## config.mk

```make
export PLATFORM = sky130hd
export DESIGN_NAME = bcd_seq_ctrl
export DESIGN_NICKNAME = d
export VERILOG_FILES = /design/src/rtl/bcd_seq_ctrl.sv
export SDC_FILE = /design/constraint.sdc
export NUM_CORES = 1
export LEC_CHECK = 0
export ABC_AREA = 1
export CORE_MARGIN = 5
export CORE_UTILIZATION = 50
export DETAILED_ROUTE_END_ITERATION = 10
export PLACE_DENSITY = 0.72
export SYNTH_ARGS = -nofsm -noshare
export SYNTH_HDL_FRONTEND = slang
export SYNTH_SLANG_ARGS = --single-unit
```

## constraint.sdc

```tcl
create_clock -name clk -period 2.3 [get_ports clk]
set_clock_uncertainty 0.2 [all_clocks]
set_input_delay 0.345 -clock clk [delete_from_list [all_inputs] [get_ports clk]]
set_output_delay 0.345 -clock clk [all_outputs]
set_load 0.02 [all_outputs]
```

## src/rtl/bcd_seq_ctrl.sv

```systemverilog
// Multi-cycle binary-to-BCD converter (double dabble, one shift-add-3 step per clock)
// with a valid/ready handshake on both sides and saturation to all nines on overflow.
module bcd_seq_ctrl #(
    parameter int DWIDTH = 8,
    parameter int DIGITS = 3
) (
    input  logic                  clk,
    input  logic                  rst,
    input  logic                  in_valid,
    output logic                  in_ready,
    input  logic [DWIDTH-1:0]     bin_in,
    output logic                  out_valid,
    input  logic                  out_ready,
    output logic [4*DIGITS-1:0]   bcd_out,
    output logic                  overflow,
    output logic                  busy
);

    // Handshakes: a word moves on a rising edge where valid and ready are both high;
    // the producer holds data stable while valid is high and ready is low.

    localparam int BW = 4 * DIGITS;
    localparam int CW = $clog2(DWIDTH + 1);
    localparam logic [CW-1:0] LAST  = CW'(DWIDTH - 1);
    localparam logic [BW-1:0] NINES = {DIGITS{4'h9}};

    typedef enum logic [1:0] {
        IDLE = 2'd0,
        CONV = 2'd1,
        DONE = 2'd2
    } state_t;

    state_t state, state_next;

    logic [DWIDTH-1:0] sr;
    logic [DWIDTH-1:0] sr_next;
    logic [BW-1:0]     acc;
    logic [BW-1:0]     adj;
    logic [BW-1:0]     acc_next;
    logic [CW-1:0]     cnt;
    logic              ovf;
    logic              ovf_next;

    // State register
    always_ff @(posedge clk or posedge rst) begin
        if (rst) begin
            state <= IDLE;
        end else begin
            state <= state_next;
        end
    end

    // Next-state logic
    always_comb begin
        state_next = state;
        case (state)
            IDLE: if (in_valid) state_next = CONV;
            CONV: if (cnt == LAST) state_next = DONE;
            DONE: if (out_ready) state_next = IDLE;
            default: state_next = IDLE;
        endcase
    end

    // Output decode
    always_comb begin
        in_ready  = 1'b0;
        busy      = 1'b0;
        out_valid = 1'b0;
        case (state)
            IDLE: in_ready  = 1'b1;
            CONV: busy      = 1'b1;
            DONE: out_valid = 1'b1;
            default: in_ready = 1'b0;
        endcase
    end

    // Per-digit add-3 with no carry into the next digit, then shift the binary MSB in.
    always_comb begin
        adj = acc;
        for (int i = 0; i < DIGITS; i++) begin
            if (acc[4*i +: 4] >= 4'd5) begin
                adj[4*i +: 4] = acc[4*i +: 4] + 4'd3;
            end
        end
        acc_next = {adj[BW-2:0], sr[DWIDTH-1]};
        sr_next  = sr << 1;
        // A set top bit after adjust would be shifted out and lost.
        ovf_next = ovf | adj[BW-1];
    end

    // Datapath
    always_ff @(posedge clk or posedge rst) begin
        if (rst) begin
            sr       <= '0;
            acc      <= '0;
            cnt      <= '0;
            ovf      <= 1'b0;
            bcd_out  <= '0;
            overflow <= 1'b0;
        end else begin
            case (state)
                IDLE: begin
                    if (in_valid) begin
                        sr  <= bin_in;
                        acc <= '0;
                        cnt <= '0;
                        ovf <= 1'b0;
                    end
                end
                CONV: begin
                    sr  <= sr_next;
                    acc <= acc_next;
                    cnt <= cnt + CW'(1);
                    ovf <= ovf_next;
                    if (cnt == LAST) begin
                        bcd_out  <= ovf_next ? NINES : acc_next;
                        overflow <= ovf_next;
                    end
                end
                default: begin
                    sr <= sr;
                end
            endcase
        end
    end

endmodule

```

==> out/qor.yml, run 1 <==
outcome: "complete, no violations"
floorplan.initialDensity: 0.505
max_slew.worst_pin.slew_ps: 503
grt_max_degree: 41
rsz0062_at_grt: "false"
setup_viol: 0
crit_arrival_ps: 1550
grt_pass1_vias: 1584
whs_ps: 263
ctsResizeCount: 0
ys_seq_area_frac: 0.503
antenna_cells: 0
drv_slew: 0
dieArea_um2: 5340
cts_hold_buf: 0
ant_nets: 0
clock_path_buffers: 2
p_sw_frac: 0.415
synth_area_per_cell_um2: 8.29
track_usage: 0.175
crit_path_end_kind: "output port"
vias: 1678
postCtsSetupBuffers: 0
avgRoutedWirePerCell_um: 13.0
drive_above_1_share: 0.0696
die_y_um: 73.1
cts-buffers-inserted: 5
placed_area_um2: 2310
p_leak_uw: 0.00123
clkPwrFrac: 0.177
syn-num-nets: 259
syn_inst: 240
tns_ps: 0
clkSlewWorstSetupHoldPaths_ps: 80
required_ps: 1750
syn2layout_area_growth_pct: 22.5
clockRootBuffer: "clkbuf_8"
clk_latency_ps: 290
ys_ff_latch: 40
antenna_found_initial: 0
gp_congestion: 0.795
final_common_cell: "nand2_1"
post-route-period-util: 0.912
p_sw_uw: 1480
comb_power_share: 0.481
p_int_uw: 2080
seqPwrFrac: 0.342
first_iter_violations: 86
synth_cell_types: 25
maxClockFrequency_mhz: 477
peakVddDrop_uv: 584
crit_fanout: 5
cts_max_level: 2
start_kind: "register"
drt_pass1_iterations: 4
final_area_um2: 2440
grt_pass1_wl_um: 7160
grt_overflow_total: 0
coreArea_um2: 3940
fin_util: 0.619
synthesis.area_um2: 1990
fp-row-count: 23
wirelength_um: 4190
fin_crit_ps: 2100
dp_hpwl_um: 2900
timing.rr.start: "cnt[0]$_DFFE_PP0P_"
drv_cap: 0
avgViaCountPerCell: 5.20
layout_common_cells: "nand2_1 (75), dfrtp_1 (40), inv_1 (29)"
top_level_ports: 28
p_per_area_nw_per_um2: 1460
drc_errors: 0
die_w_um: 73.1
fin_nets: 291
port-buffer-count: 27
slew_headroom: 0.665
dp_cells: 315
critPathLaunch: "state[0]$_DFFE_PP0P_"
hp-class: "in -> async"
cts_sinks: 40
final-hold-violation-count: 0
ys.warnings.count: 0
final_cells: 323
cts_tree: "built"
critPathKind: "reg -> out"
-- Yosys cell counts --
master / count / area [um2]
a21oi_1: 4 / 20.0
a22o_1: 2 / 17.5
buf_2: 3 / 15.0
buf_4: 1 / 7.51
buf_6: 1 / 11.3
dfrtp_1: 40 / 1000
ha_1: 7 / 87.6
inv_1: 29 / 109
inv_2: 2 / 7.51
nand2_1: 75 / 282
nand2_2: 2 / 12.5
nand2_4: 1 / 11.3
nand3_1: 23 / 115
nand3_2: 1 / 10.0
nand4_1: 8 / 50.1
nor2_1: 9 / 33.8
nor2_8: 1 / 20.0
o211ai_1: 3 / 22.5
o21ai_0: 18 / 90.1
o21ai_1: 1 / 5.00
o221ai_1: 1 / 8.76
o22ai_1: 5 / 31.3
o31ai_1: 1 / 7.51
or2_2: 1 / 6.26
xor2_1: 1 / 8.76
-- registers in the layout, indices dropped and copies added (netlist names) --
name / count
overflow: 1
cnt: 4
state: 2
ovf: 1
acc: 12
sr: 8
bcd_out: 12
-- power groups by stage --
stage,clock (uW),sequential (uW),combinational (uW)
after CTS,645,1220,1720
after detailed placement,0,1230,1720
final,631,1220,1710
after floorplan,0,1320,1090
after global routing,674,1260,1940
after global placement,0,1220,1680
-- metrics by stage --
| stage | worst slack [ps] | total power, uW |
|---|---|---|
| floorplan | 714 | 2400 |
| global placement | 506 | 2900 |
| detailed placement | 480 | 2950 |
| CTS | 173 | 3590 |
| global route | 95.7 | 3880 |
| finish | 203 | 3560 |
-- cells by family (layout without fill, tap and decap cells) --
kind of cell | count (synthesis) | after routing | synth area share
flops | 40 | 40 | 0.503
buf+inv | 36 | 69 | 0.0754
simple gates | 121 | 121 | 0.272
compound gates | 35 | 35 | 0.102
xor+xnor | 1 | 1 | 0.00440
fa+ha+maj | 7 | 7 | 0.0440
-- per-layer routing --
| layer | GRT usage | share of wire |
|---|---|---|
| met5 | 0 | 0 |
| met4 | 0.0676 | 0.019 |
| met3 | 0.0455 | 0.042 |
| met2 | 0.276 | 0.48 |
| met1 | 0.230 | 0.46 |
-- critical path: stages (launching register included) --
cell             delay (ps)
dfrtp_1                 450
inv_1                    60
nor2_1                  120
clkdlybuf4s50_1         620
-- path summary, 6_finish.rpt --
check	endpoint	slack, ps	depth (start not counted)
setup / recovery	busy	200	3
setup reg to reg	bcd_out[10]$_DFFE_PP0P_	510	8
hold / removal	bcd_out[0]$_DFFE_PP0P_	260	3
hold reg to reg	overflow$_DFFE_PP0P_	280	2
min in group clk	overflow$_DFFE_PP0P_	280	2
max in group asynchronous	overflow$_DFFE_PP0P_	1290	3
-- area by class of cell --
class	instances	area, um2
Tap cell	50	62.6
Multi-Input combinational cell	164	840
Timing Repair Buffer	30	293
Clock buffer	7	96.3
Clock inverter	1	30.0
Sequential cell	40	1000
Inverter	31	116
Fill cell	328	1500
(Power assumes the default switching activity.)
==> run 2, diff against run 1 <==
CORE_ASPECT_RATIO = 0.9   (was default)
CORE_UTILIZATION = 58   (was 50)
PLACE_DENSITY = 0.82   (was 0.72)
==> run 2 against run 1 <==
Fmax down 3.2%. Highest routed layer unchanged. Critical endpoint unchanged. Flip-flop and latch count is the same. Largest power group unchanged. Clock power is 19% lower. Non-clock buffer count unchanged.
==> out/qor.yml, run 2 (synthesized netlist as in run 1, its figures left out) <==
antenna_found_initial: 0  # unchanged
top_level_ports: 28  # unchanged
avgRoutedWirePerCell_um: 13.6  # +4.4%
grt_overflow_total: 0  # unchanged
clockRootBuffer: "clkbuf_8"
drt_pass1_iterations: 5  # +1
floorplan.initialDensity: 0.594  # +0.0887
clk_latency_ps: 300  # about the same
track_usage: 0.207  # +0.0316
post-route-period-util: 0.942  # +0.0303
tns_ps: 0  # unchanged
dieArea_um2: 4710  # -12%
drive_above_1_share: 0.0662  # -0.00342
dp_hpwl_um: 2880  # -0.53%
drc_errors: 0  # unchanged
placed_area_um2: 2300  # -0.32%
top_regs: "acc: 12 flops, bcd_out: 12 flops, sr: 8 flops"
slew_headroom: 0.655  # -0.00983
setup_viol: 0  # unchanged
wirelength_um: 4280  # +2.1%
postCtsSetupBuffers: 0  # unchanged
p_int_uw: 1970  # -5.3%
die_y_um: 65.6  # -10%
port-buffer-count: 27  # unchanged
hp-class: "in -> async"
final-hold-violation-count: 0  # unchanged
ant_nets: 0  # unchanged
peakVddDrop_uv: 708  # +21%
seqPwrFrac: 0.353  # +0.011
antenna_cells: 0  # unchanged
die_w_um: 71.8  # -1.8%
start_kind: "register"
p_per_area_nw_per_um2: 1440  # -1.5%
fillCellCount: 263  # -20%
ctsResizeCount: 0  # unchanged
cts_max_level: 2  # unchanged
final_area_um2: 2400  # -1.5%
drv_slew: 0  # unchanged
p_leak_uw: 0.00122  # -1.1%
layout_common_cells: "nand2_1 (75), dfrtp_1 (40), inv_1 (29)"
clkSlewWorstSetupHoldPaths_ps: 80  # about the same
cts_hold_buf: 0  # unchanged
first_iter_violations: 163  # +90%
cts_sinks: 40  # unchanged
cts-buffers-inserted: 5  # unchanged
critPathKind: "reg -> out"
p_sw_uw: 1480  # +0.30%
outcome: "complete, no violations"
avgViaCountPerCell: 5.35  # +3.1%
gp_congestion: 0.819  # +2.9%
multiInputGateArea_um2: 840  # unchanged
crit_fanout: 5  # unchanged
clkPwrFrac: 0.147  # -0.030
coreArea_um2: 3350  # -15%
crit_arrival_ps: 1620  # +70 ps
drv_cap: 0  # unchanged
cts_tree: "built"
p_sw_frac: 0.429  # +0.0141
required_ps: 1750  # about the same
max_slew.worst_pin.slew_ps: 516  # +12.8 ps
maxClockFrequency_mhz: 462  # -3.2%
comb_power_share: 0.500  # +0.019
vias: 1692  # +0.83%
grt_pass1_vias: 1665  # +5.1%
whs_ps: 259  # -3.97 ps
syn2layout_area_growth_pct: 20.6
seqCellArea_um2: 1000  # unchanged
grt_max_degree: 41  # unchanged
fin_nets: 291  # unchanged
fp-row-count: 20  # -13%
clock_path_buffers: 2  # unchanged
final_common_cell: "nand2_1"
crit_path_end_kind: "output port"
fin_crit_ps: 2170  # +69.7 ps
rsz0062_at_grt: "false"
grt_pass1_wl_um: 7430  # +3.9%
-- run 2: final cells by class --
type                            count  area share
Tap cell                           44      0.0229
Timing Repair Buffer               30       0.122
Multi-Input combinational cell    164       0.350
Sequential cell                    40       0.417
Clock buffer                        7      0.0401
Inverter                           31      0.0485
-- run 2: worst paths after layout --
kind,startpoint,to,slack (ps),depth (start not counted)
min in group clk,overflow$_DFFE_PP0P_,overflow$_DFFE_PP0P_,290,2
hold / removal,rst,sr[7]$_DFFE_PP0P_,260,3
setup / recovery,state[0]$_DFFE_PP0P_,busy,130,3
setup reg to reg,acc[8]$_DFFE_PP0P_,bcd_out[8]$_DFFE_PP0P_,520,9
max in group asynchronous,rst,bcd_out[7]$_DFFE_PP0P_,1300,3
hold reg to reg,overflow$_DFFE_PP0P_,overflow$_DFFE_PP0P_,290,2
-- run 2: stage by stage --
stage / util / setup slack, ps / total power [uW] / std cells
5_1_grt: 0.716 / 40.2 / 3750 / 316
3_3_place_gp: 0.687 / 462 / 2890 / 309
3_5_place_dp: 0.687 / 415 / 2950 / 309
2_1_floorplan: - / 714 / 2400 / 240
4_1_cts: 0.716 / 110 / 3470 / 316
6_report: 0.716 / 133 / 3450 / 316
-- run 2: worst max-delay path: stages, from the launching register on --
cell             delay (ps)
dfrtp_1                 450
inv_1                    60
nor2_1                  170
clkdlybuf4s50_1         650
-- run 2: routing by layer --
layer	vias up	GRT usage	part of all wire	wire length, um
li1	845	-	-	-
met1	779	0.260	0.47	2020
met2	58	0.335	0.45	1950
met3	10	0.0566	0.057	246
met4	0	0.0869	0.018	75
met5	-	0	0	0
-- run 2: power by group through the flow --
stage	sequential [uW]	clock (uW)	combinational [uW]
after CTS	1220	518	1730
final	1220	508	1730
after detailed placement	1230	0	1720
after global placement	1220	0	1670
after floorplan	1320	0	1090
after global routing	1270	555	1920
==> run 3, diff against run 2 <==
SLEW_MARGIN = 20   (was default)
==> results of run 3 <==
Final layout, timing and power as in run 2 (identical DEF).
